File: src/rtl/mdu_pkg.sv
// Shared constants for the multiply/divide unit: funct codes, FSM encoding,
// iteration count.
package mdu_pkg;

    localparam int NB_DATA_DEF = 32;
    localparam int ITER_COUNT  = NB_DATA_DEF;
    localparam int CNT_W       = $clog2(ITER_COUNT);

    localparam logic [5:0] FUNCT_MULT  = 6'b011000;
    localparam logic [5:0] FUNCT_MULTU = 6'b011001;
    localparam logic [5:0] FUNCT_DIV   = 6'b011010;
    localparam logic [5:0] FUNCT_DIVU  = 6'b011011;
    localparam logic [5:0] FUNCT_MTHI  = 6'b010001;
    localparam logic [5:0] FUNCT_MTLO  = 6'b010011;

    typedef enum logic [1:0] {
        ST_IDLE = 2'd0,
        ST_MUL  = 2'd1,
        ST_DIV  = 2'd2,
        ST_FIX  = 2'd3
    } mdu_state_e;

endpackage

File: src/rtl/mdu_iter_core.sv
// Shared 2*NB_DATA shift/accumulate register with one shift-add (multiply)
// or restoring trial-subtract (divide) step per cycle. Operands arrive as
// magnitudes; sign handling lives in the top level.
module mdu_iter_core #(
    parameter int NB_DATA = 32
) (
    input  logic                 clk_i,
    input  logic                 rst_n_i,
    input  logic                 load_i,
    input  logic                 step_i,
    input  logic                 div_mode_i,
    input  logic [NB_DATA-1:0]   a_i,
    input  logic [NB_DATA-1:0]   b_i,
    output logic [2*NB_DATA-1:0] acc_o
);

    // acc layout: multiply {partial product, remaining multiplier bits};
    // divide {partial remainder, dividend bits / quotient bits}.
    logic [2*NB_DATA-1:0] acc_q, acc_d;
    logic [NB_DATA-1:0]   b_q, b_d;
    logic [NB_DATA:0]     add_sum;
    logic [NB_DATA:0]     rem_shift;
    logic [NB_DATA:0]     trial;

    // Next accumulator value: load operands, or perform one iteration step.
    always_comb begin
        acc_d     = acc_q;
        b_d       = b_q;
        add_sum   = {1'b0, acc_q[2*NB_DATA-1:NB_DATA]} + {1'b0, b_q};
        rem_shift = acc_q[2*NB_DATA-1:NB_DATA-1];
        // Remainder stays below the divisor, so a set top bit means borrow.
        trial     = rem_shift - {1'b0, b_q};
        if (load_i) begin
            acc_d = {{NB_DATA{1'b0}}, a_i};
            b_d   = b_i;
        end else if (step_i) begin
            if (!div_mode_i) begin
                if (acc_q[0]) begin
                    acc_d = {add_sum, acc_q[NB_DATA-1:1]};
                end else begin
                    acc_d = {1'b0, acc_q[2*NB_DATA-1:1]};
                end
            end else begin
                if (!trial[NB_DATA]) begin
                    acc_d = {trial[NB_DATA-1:0], acc_q[NB_DATA-2:0], 1'b1};
                end else begin
                    acc_d = {acc_q[2*NB_DATA-2:0], 1'b0};
                end
            end
        end
    end

    // Accumulator and held multiplicand/divisor registers.
    always_ff @(posedge clk_i) begin
        if (!rst_n_i) begin
            acc_q <= '0;
            b_q   <= '0;
        end else begin
            acc_q <= acc_d;
            b_q   <= b_d;
        end
    end

    assign acc_o = acc_q;

endmodule

File: src/rtl/muldiv_unit.sv
// Multi-cycle MIPS multiply/divide unit owning HI/LO. Handshake: a request
// (i_start with a supported funct) is taken only on an edge where the unit
// is idle and i_flush is low; o_done pulses for one cycle when HI/LO have
// just been written by a MULT/DIV/MULTU/DIVU; MTHI/MTLO complete on the
// accept edge with no busy and no done.
module muldiv_unit
    import mdu_pkg::*;
#(
    parameter int NB_DATA  = 32,
    parameter int NB_FUNCT = 6
) (
    input  logic                i_clk,
    input  logic                i_rst_n,
    input  logic                i_start,
    input  logic [NB_FUNCT-1:0] i_funct,
    input  logic [NB_DATA-1:0]  i_data_a,
    input  logic [NB_DATA-1:0]  i_data_b,
    input  logic                i_flush,
    output logic                o_busy,
    output logic                o_done,
    output logic [NB_DATA-1:0]  o_hi,
    output logic [NB_DATA-1:0]  o_lo
);

    mdu_state_e           state_q;
    logic [CNT_W-1:0]     cnt_q;
    logic                 op_div_q;
    logic                 sign_a_q, sign_b_q;
    logic                 b_zero_q;
    logic [NB_DATA-1:0]   a_orig_q;
    logic [NB_DATA-1:0]   hi_q, lo_q;
    logic                 busy_q, done_q;

    logic                 is_mul, is_div, is_signed, accept;
    logic                 a_neg, b_neg;
    logic [NB_DATA-1:0]   a_mag, b_mag;
    logic                 core_load, core_step;
    logic [2*NB_DATA-1:0] acc;
    logic [2*NB_DATA-1:0] prod_fix;
    logic [NB_DATA-1:0]   quo_fix, rem_fix;
    logic [NB_DATA-1:0]   fix_hi, fix_lo;

    // Request decode, magnitude capture and FIX-stage sign correction.
    always_comb begin
        is_mul    = (i_funct == NB_FUNCT'(FUNCT_MULT)) || (i_funct == NB_FUNCT'(FUNCT_MULTU));
        is_div    = (i_funct == NB_FUNCT'(FUNCT_DIV))  || (i_funct == NB_FUNCT'(FUNCT_DIVU));
        is_signed = (i_funct == NB_FUNCT'(FUNCT_MULT)) || (i_funct == NB_FUNCT'(FUNCT_DIV));
        accept    = (state_q == ST_IDLE) && i_start && !i_flush;
        a_neg     = is_signed && i_data_a[NB_DATA-1];
        b_neg     = is_signed && i_data_b[NB_DATA-1];
        a_mag     = a_neg ? -i_data_a : i_data_a;
        b_mag     = b_neg ? -i_data_b : i_data_b;
        core_load = accept && (is_mul || is_div);
        core_step = (state_q == ST_MUL) || (state_q == ST_DIV);

        prod_fix  = (sign_a_q ^ sign_b_q) ? -acc : acc;
        quo_fix   = (sign_a_q ^ sign_b_q) ? -acc[NB_DATA-1:0] : acc[NB_DATA-1:0];
        rem_fix   = sign_a_q ? -acc[2*NB_DATA-1:NB_DATA] : acc[2*NB_DATA-1:NB_DATA];
        if (!op_div_q) begin
            fix_hi = prod_fix[2*NB_DATA-1:NB_DATA];
            fix_lo = prod_fix[NB_DATA-1:0];
        end else if (b_zero_q) begin
            fix_hi = a_orig_q;
            fix_lo = '1;
        end else begin
            fix_hi = rem_fix;
            fix_lo = quo_fix;
        end
    end

    mdu_iter_core #(.NB_DATA(NB_DATA)) u_core (
        .clk_i      (i_clk),
        .rst_n_i    (i_rst_n),
        .load_i     (core_load),
        .step_i     (core_step),
        .div_mode_i (op_div_q),
        .a_i        (a_mag),
        .b_i        (b_mag),
        .acc_o      (acc)
    );

    // Control FSM with registered busy/done and the HI/LO registers.
    always_ff @(posedge i_clk) begin
        if (!i_rst_n) begin
            state_q  <= ST_IDLE;
            cnt_q    <= '0;
            op_div_q <= 1'b0;
            sign_a_q <= 1'b0;
            sign_b_q <= 1'b0;
            b_zero_q <= 1'b0;
            a_orig_q <= '0;
            hi_q     <= '0;
            lo_q     <= '0;
            busy_q   <= 1'b0;
            done_q   <= 1'b0;
        end else begin
            done_q <= 1'b0;
            case (state_q)
                ST_IDLE: begin
                    if (accept) begin
                        if (is_mul || is_div) begin
                            state_q  <= is_mul ? ST_MUL : ST_DIV;
                            busy_q   <= 1'b1;
                            cnt_q    <= '0;
                            op_div_q <= is_div;
                            sign_a_q <= a_neg;
                            sign_b_q <= b_neg;
                            b_zero_q <= (i_data_b == '0);
                            a_orig_q <= i_data_a;
                        end else if (i_funct == NB_FUNCT'(FUNCT_MTHI)) begin
                            hi_q <= i_data_a;
                        end else if (i_funct == NB_FUNCT'(FUNCT_MTLO)) begin
                            lo_q <= i_data_a;
                        end
                    end
                end
                ST_MUL, ST_DIV: begin
                    if (i_flush) begin
                        state_q <= ST_IDLE;
                        busy_q  <= 1'b0;
                    end else begin
                        cnt_q <= cnt_q + 1'b1;
                        if (cnt_q == CNT_W'(ITER_COUNT - 1)) begin
                            state_q <= ST_FIX;
                        end
                    end
                end
                ST_FIX: begin
                    state_q <= ST_IDLE;
                    busy_q  <= 1'b0;
                    if (!i_flush) begin
                        hi_q   <= fix_hi;
                        lo_q   <= fix_lo;
                        done_q <= 1'b1;
                    end
                end
                default: begin
                    state_q <= ST_IDLE;
                    busy_q  <= 1'b0;
                end
            endcase
        end
    end

    assign o_busy = busy_q;
    assign o_done = done_q;
    assign o_hi   = hi_q;
    assign o_lo   = lo_q;

endmodule

File: config.mk
export PLATFORM = sky130hd
export DESIGN_NAME = muldiv_unit
export DESIGN_NICKNAME = d
export VERILOG_FILES = /design/src/rtl/mdu_pkg.sv /design/src/rtl/mdu_iter_core.sv /design/src/rtl/muldiv_unit.sv
export SDC_FILE = /design/constraint.sdc
export NUM_CORES = 1
export LEC_CHECK = 0
export ABC_AREA = 1
export BUFFER_PORTS_ARGS = -buffer_cell sky130_fd_sc_hd__buf_2
export CAP_MARGIN = 20
export CORE_ASPECT_RATIO = 0.5
export CORE_UTILIZATION = 31
export CTS_BUF_LIST = sky130_fd_sc_hd__clkbuf_8
export DETAILED_ROUTE_END_ITERATION = 8
export PLACE_DENSITY_LB_ADDON = 0.2
export SYNTH_ARGS = -nofsm -noshare
export SYNTH_HDL_FRONTEND = slang
export SYNTH_SLANG_ARGS = --single-unit
export TNS_END_PERCENT = 1
File: constraint.sdc
create_clock -name i_clk -period 3.1 [get_ports i_clk]
set_input_delay 0 -clock i_clk [delete_from_list [all_inputs] [get_ports i_clk]]
set_output_delay 0 -clock i_clk [all_outputs]
set_load 0.005 [all_outputs]
==> metrics <==
status=completed; # Max-Cap Violations=0; worst-margin pin slew=0.8207 ns; FF-to-FF setup slack=0.11 ns; Post-Synthesis Net Count=3723; largest net degree at the start of global routing=73; initial antenna violation count=0; Vias=24.32k; FILL cells=7072; H-tree lvl count=2; nets@finish=3940; most frequent cells in the layout=1048 x nand2_1, 542 x inv_1, 421 x nor2_1, 278 x o21ai_0, 270 x a21oi_1; largest family of logic cells by synthesized area=simple AND/OR/NAND/NOR gates; TritonRoute pass-1 iters=8; Total GRT Usage=29.05%; fin crit share=96.34%; Initial Util=31.81%; synthesis-stage register bit count=205; Simple-Gate Fraction of Synth Area=39.39%; pwr dens=1112 nW/µm²; CP Capture Type=flip-flop; post-DR vias/cell=5.236; worst path arrival time=3.54 ns; CTS Sinks=205; Die Ht=180.2 µm; width of the die=358.4 µm; hpwl dp=76340 µm; Netlist cell types=59; number of global-route vias before repair=22.36k; Slew headroom=44.71%; final cell count without fillers=4645; Max VDD drop=0.6165 mV; Max clock buf depth=3; # setup viols final=0; clock latency at the later pin of the worst-skew pair=0.62 ns; port bufs=139; Fmax=334.8 MHz; Mapped Avg Cell Area=5.507 µm²; Ant. Diodes=0; Pwr Total=25.86 mW; crit-path max FO=36; critical path type=reg2reg; register area=4108 µm²; Multi-input gate area=12950 µm²; most common cell after layout, fill and taps aside=nand2_1; final hold viol count=0; mapped cell area=19690 µm²; Seq/Total Area, Yosys=20.85%; Remaining DRCs=0; IO Pins=140; drt initial violations=2803; Final Max Slew Viols=0; post-CTS setup buffers=0; Placed Area=21510 µm²; Clock Skew=0.03813 ns; area grow syn2layout=18.07%; placed cell count=4486; Hold Crit Class=in2reg; adder-cell share of the synthesized area=4.779%; Leak=11.73 nW; layout cells sized above 1=9.398%; cells along the critical path=inv_1 -> ha_2 -> nand3_1 -> inv_1 -> nand2_2 -> inv_6 -> buf_16 -> nand3_1 -> dlygate4sd3_1 -> a31oi_1 -> dlygate4sd3_1; crit-path max cell delay=0.56 ns; CP required=3.65 ns; GP Congestion=1.089; routed len/inst=20.81 µm; standard-cell rows=64; Clock transition at path regs=0.08 ns; CP Launch Type=flip-flop; Final ANT Viol Nets=0; grt ovf=0; Root Buffer=clkbuf_8; RSZ-0062 raised after global routing=true; WL final=96650 µm; Mapped Cells=3575; mux cell area share after synthesis=0%; Syn. warnings=0; minimum clock period=2.987 ns; Post-Synth XOR/XNOR Area=2.981%; first-pass GRT wire length=143000 µm; TNS Setup=0 ns; Die ar.=64580 µm²; CTS tree=yes; CP max stage cell=dlygate4sd3_1; Num CTS Buffers=38; Core Footprint=61900 µm²; Compound-Gate Fraction of Synth Area=18.33%; cell area after layout=23240 µm²
[area by class of cell]
type	instances	share of cell area, %
multi-input combinational	2681	55.70
sequential	205	17.67
timing repair buffer	313	9.915
inverter	553	8.951
tap	825	4.441
clock buffer	46	2.724
clock inverter	22	0.5975
[synth_stat cells (all sizes together)]
library cell | number | area share [%]
nor3b | 1 | 0.038
o211a | 1 | 0.051
a211oi | 4 | 0.15
nand2 | 1068 | 21
nand4 | 47 | 1.5
o41ai | 1 | 0.044
o2111ai | 2 | 0.089
o32ai | 1 | 0.044
a31oi | 18 | 0.57
or2 | 8 | 0.25
nor2 | 443 | 8.9
and3 | 2 | 0.064
a21oi | 275 | 7.1
nand3b | 2 | 0.076
o21a | 1 | 0.038
fa | 2 | 0.20
dfxtp | 205 | 21
nor3 | 30 | 0.87
nor4 | 9 | 0.29
xor2 | 54 | 2.4
a221oi | 3 | 0.13
o22ai | 27 | 0.86
xnor2 | 13 | 0.58
inv | 549 | 10
o221ai | 2 | 0.089
o21ai | 302 | 7.7
clkbuf | 82 | 1.6
o21bai | 5 | 0.19
nand3 | 250 | 6.4
clkinv | 4 | 0.076
and2 | 6 | 0.19
a41oi | 2 | 0.089
ha | 72 | 4.6
o31ai | 3 | 0.11
a21o | 2 | 0.076
buf | 54 | 1.6
o211ai | 21 | 0.80
a22oi | 3 | 0.11
o221a | 1 | 0.057
[logic make-up (layout without fill, tap and decap cells)]
| logic type | Yosys count | after routing |
|---|---|---|
| AND/OR/NAND/NOR | 1866 | 1866 |
| XOR/XNOR | 67 | 67 |
| adder cells (fa/ha/maj) | 74 | 74 |
| buffers and inverters | 689 | 934 |
| flip-flops | 205 | 205 |
| AO/OA/AOI/OAI | 674 | 674 |
[registers in the layout (all words and copies together), names as in the netlist]
name and flops:
a_orig_q 32, b_zero_q 1, cnt_q 5, o_busy 1, o_done 1, o_hi 32, o_lo 32, op_div_q 1
sign_a_q 1, sign_b_q 1, state_q 2, u_core.acc_o 64, u_core.b_q 32
[per-stage QoR]
step	hold slack, ns	util [%]	worst slack (ns)
6_report	0.01214	37.55	0.1135
3_3_place_gp	0.2260	34.76	0.3263
4_1_cts	0.004322	37.46	0.01574
2_1_floorplan	0.07931	-	0.7634
3_5_place_dp	0.2312	34.76	0.3238
5_1_grt	0.06780	37.55	-0.05657
[layer usage]
layer	routed length, µm	track usage, %	share of wire [%]
met1	45150	42.18	47
met2	41160	44.50	43
met3	7968	4.294	8.2
met4	2383	7.030	2.5
met5	0	0	0
[report_power, final]
| group | internal [mW] | switching [mW] |
|---|---|---|
| registers | 3.31 | 0.849 |
| logic | 5.42 | 13.4 |
| clock network | 1.45 | 1.45 |
| total | 10.2 | 15.7 |
[path summary, 6_finish.rpt]
check                           cells past startpoint   startpoint          endpoint
worst max-delay path                               11   state_q[0]  u_core.acc_o[24]
worst min-delay path                                6  i_data_b[1]     u_core.b_q[1]
worst max register to register                     11   state_q[0]  u_core.acc_o[24]
worst min register to register                      2       o_busy            o_busy
[critical path, delay by kind of cell, from the launching register on]
family / cells / cell delay [ns]
flip-flops: 1 / 0.35
buffers and inverters: 6 / 1.69
AND/OR/NAND/NOR: 3 / 0.45
AO/OA/AOI/OAI: 1 / 0.12
adder cells (fa/ha/maj): 1 / 0.24
[repair_timing]
item | in CTS | in global routing
hold buffers | 90 | 0
resized for setup | 0 | 9
hold endpoints to repair | 165 | 0
endpoints found under the setup margin | 0 | 5
(Power assumes the default switching activity.)
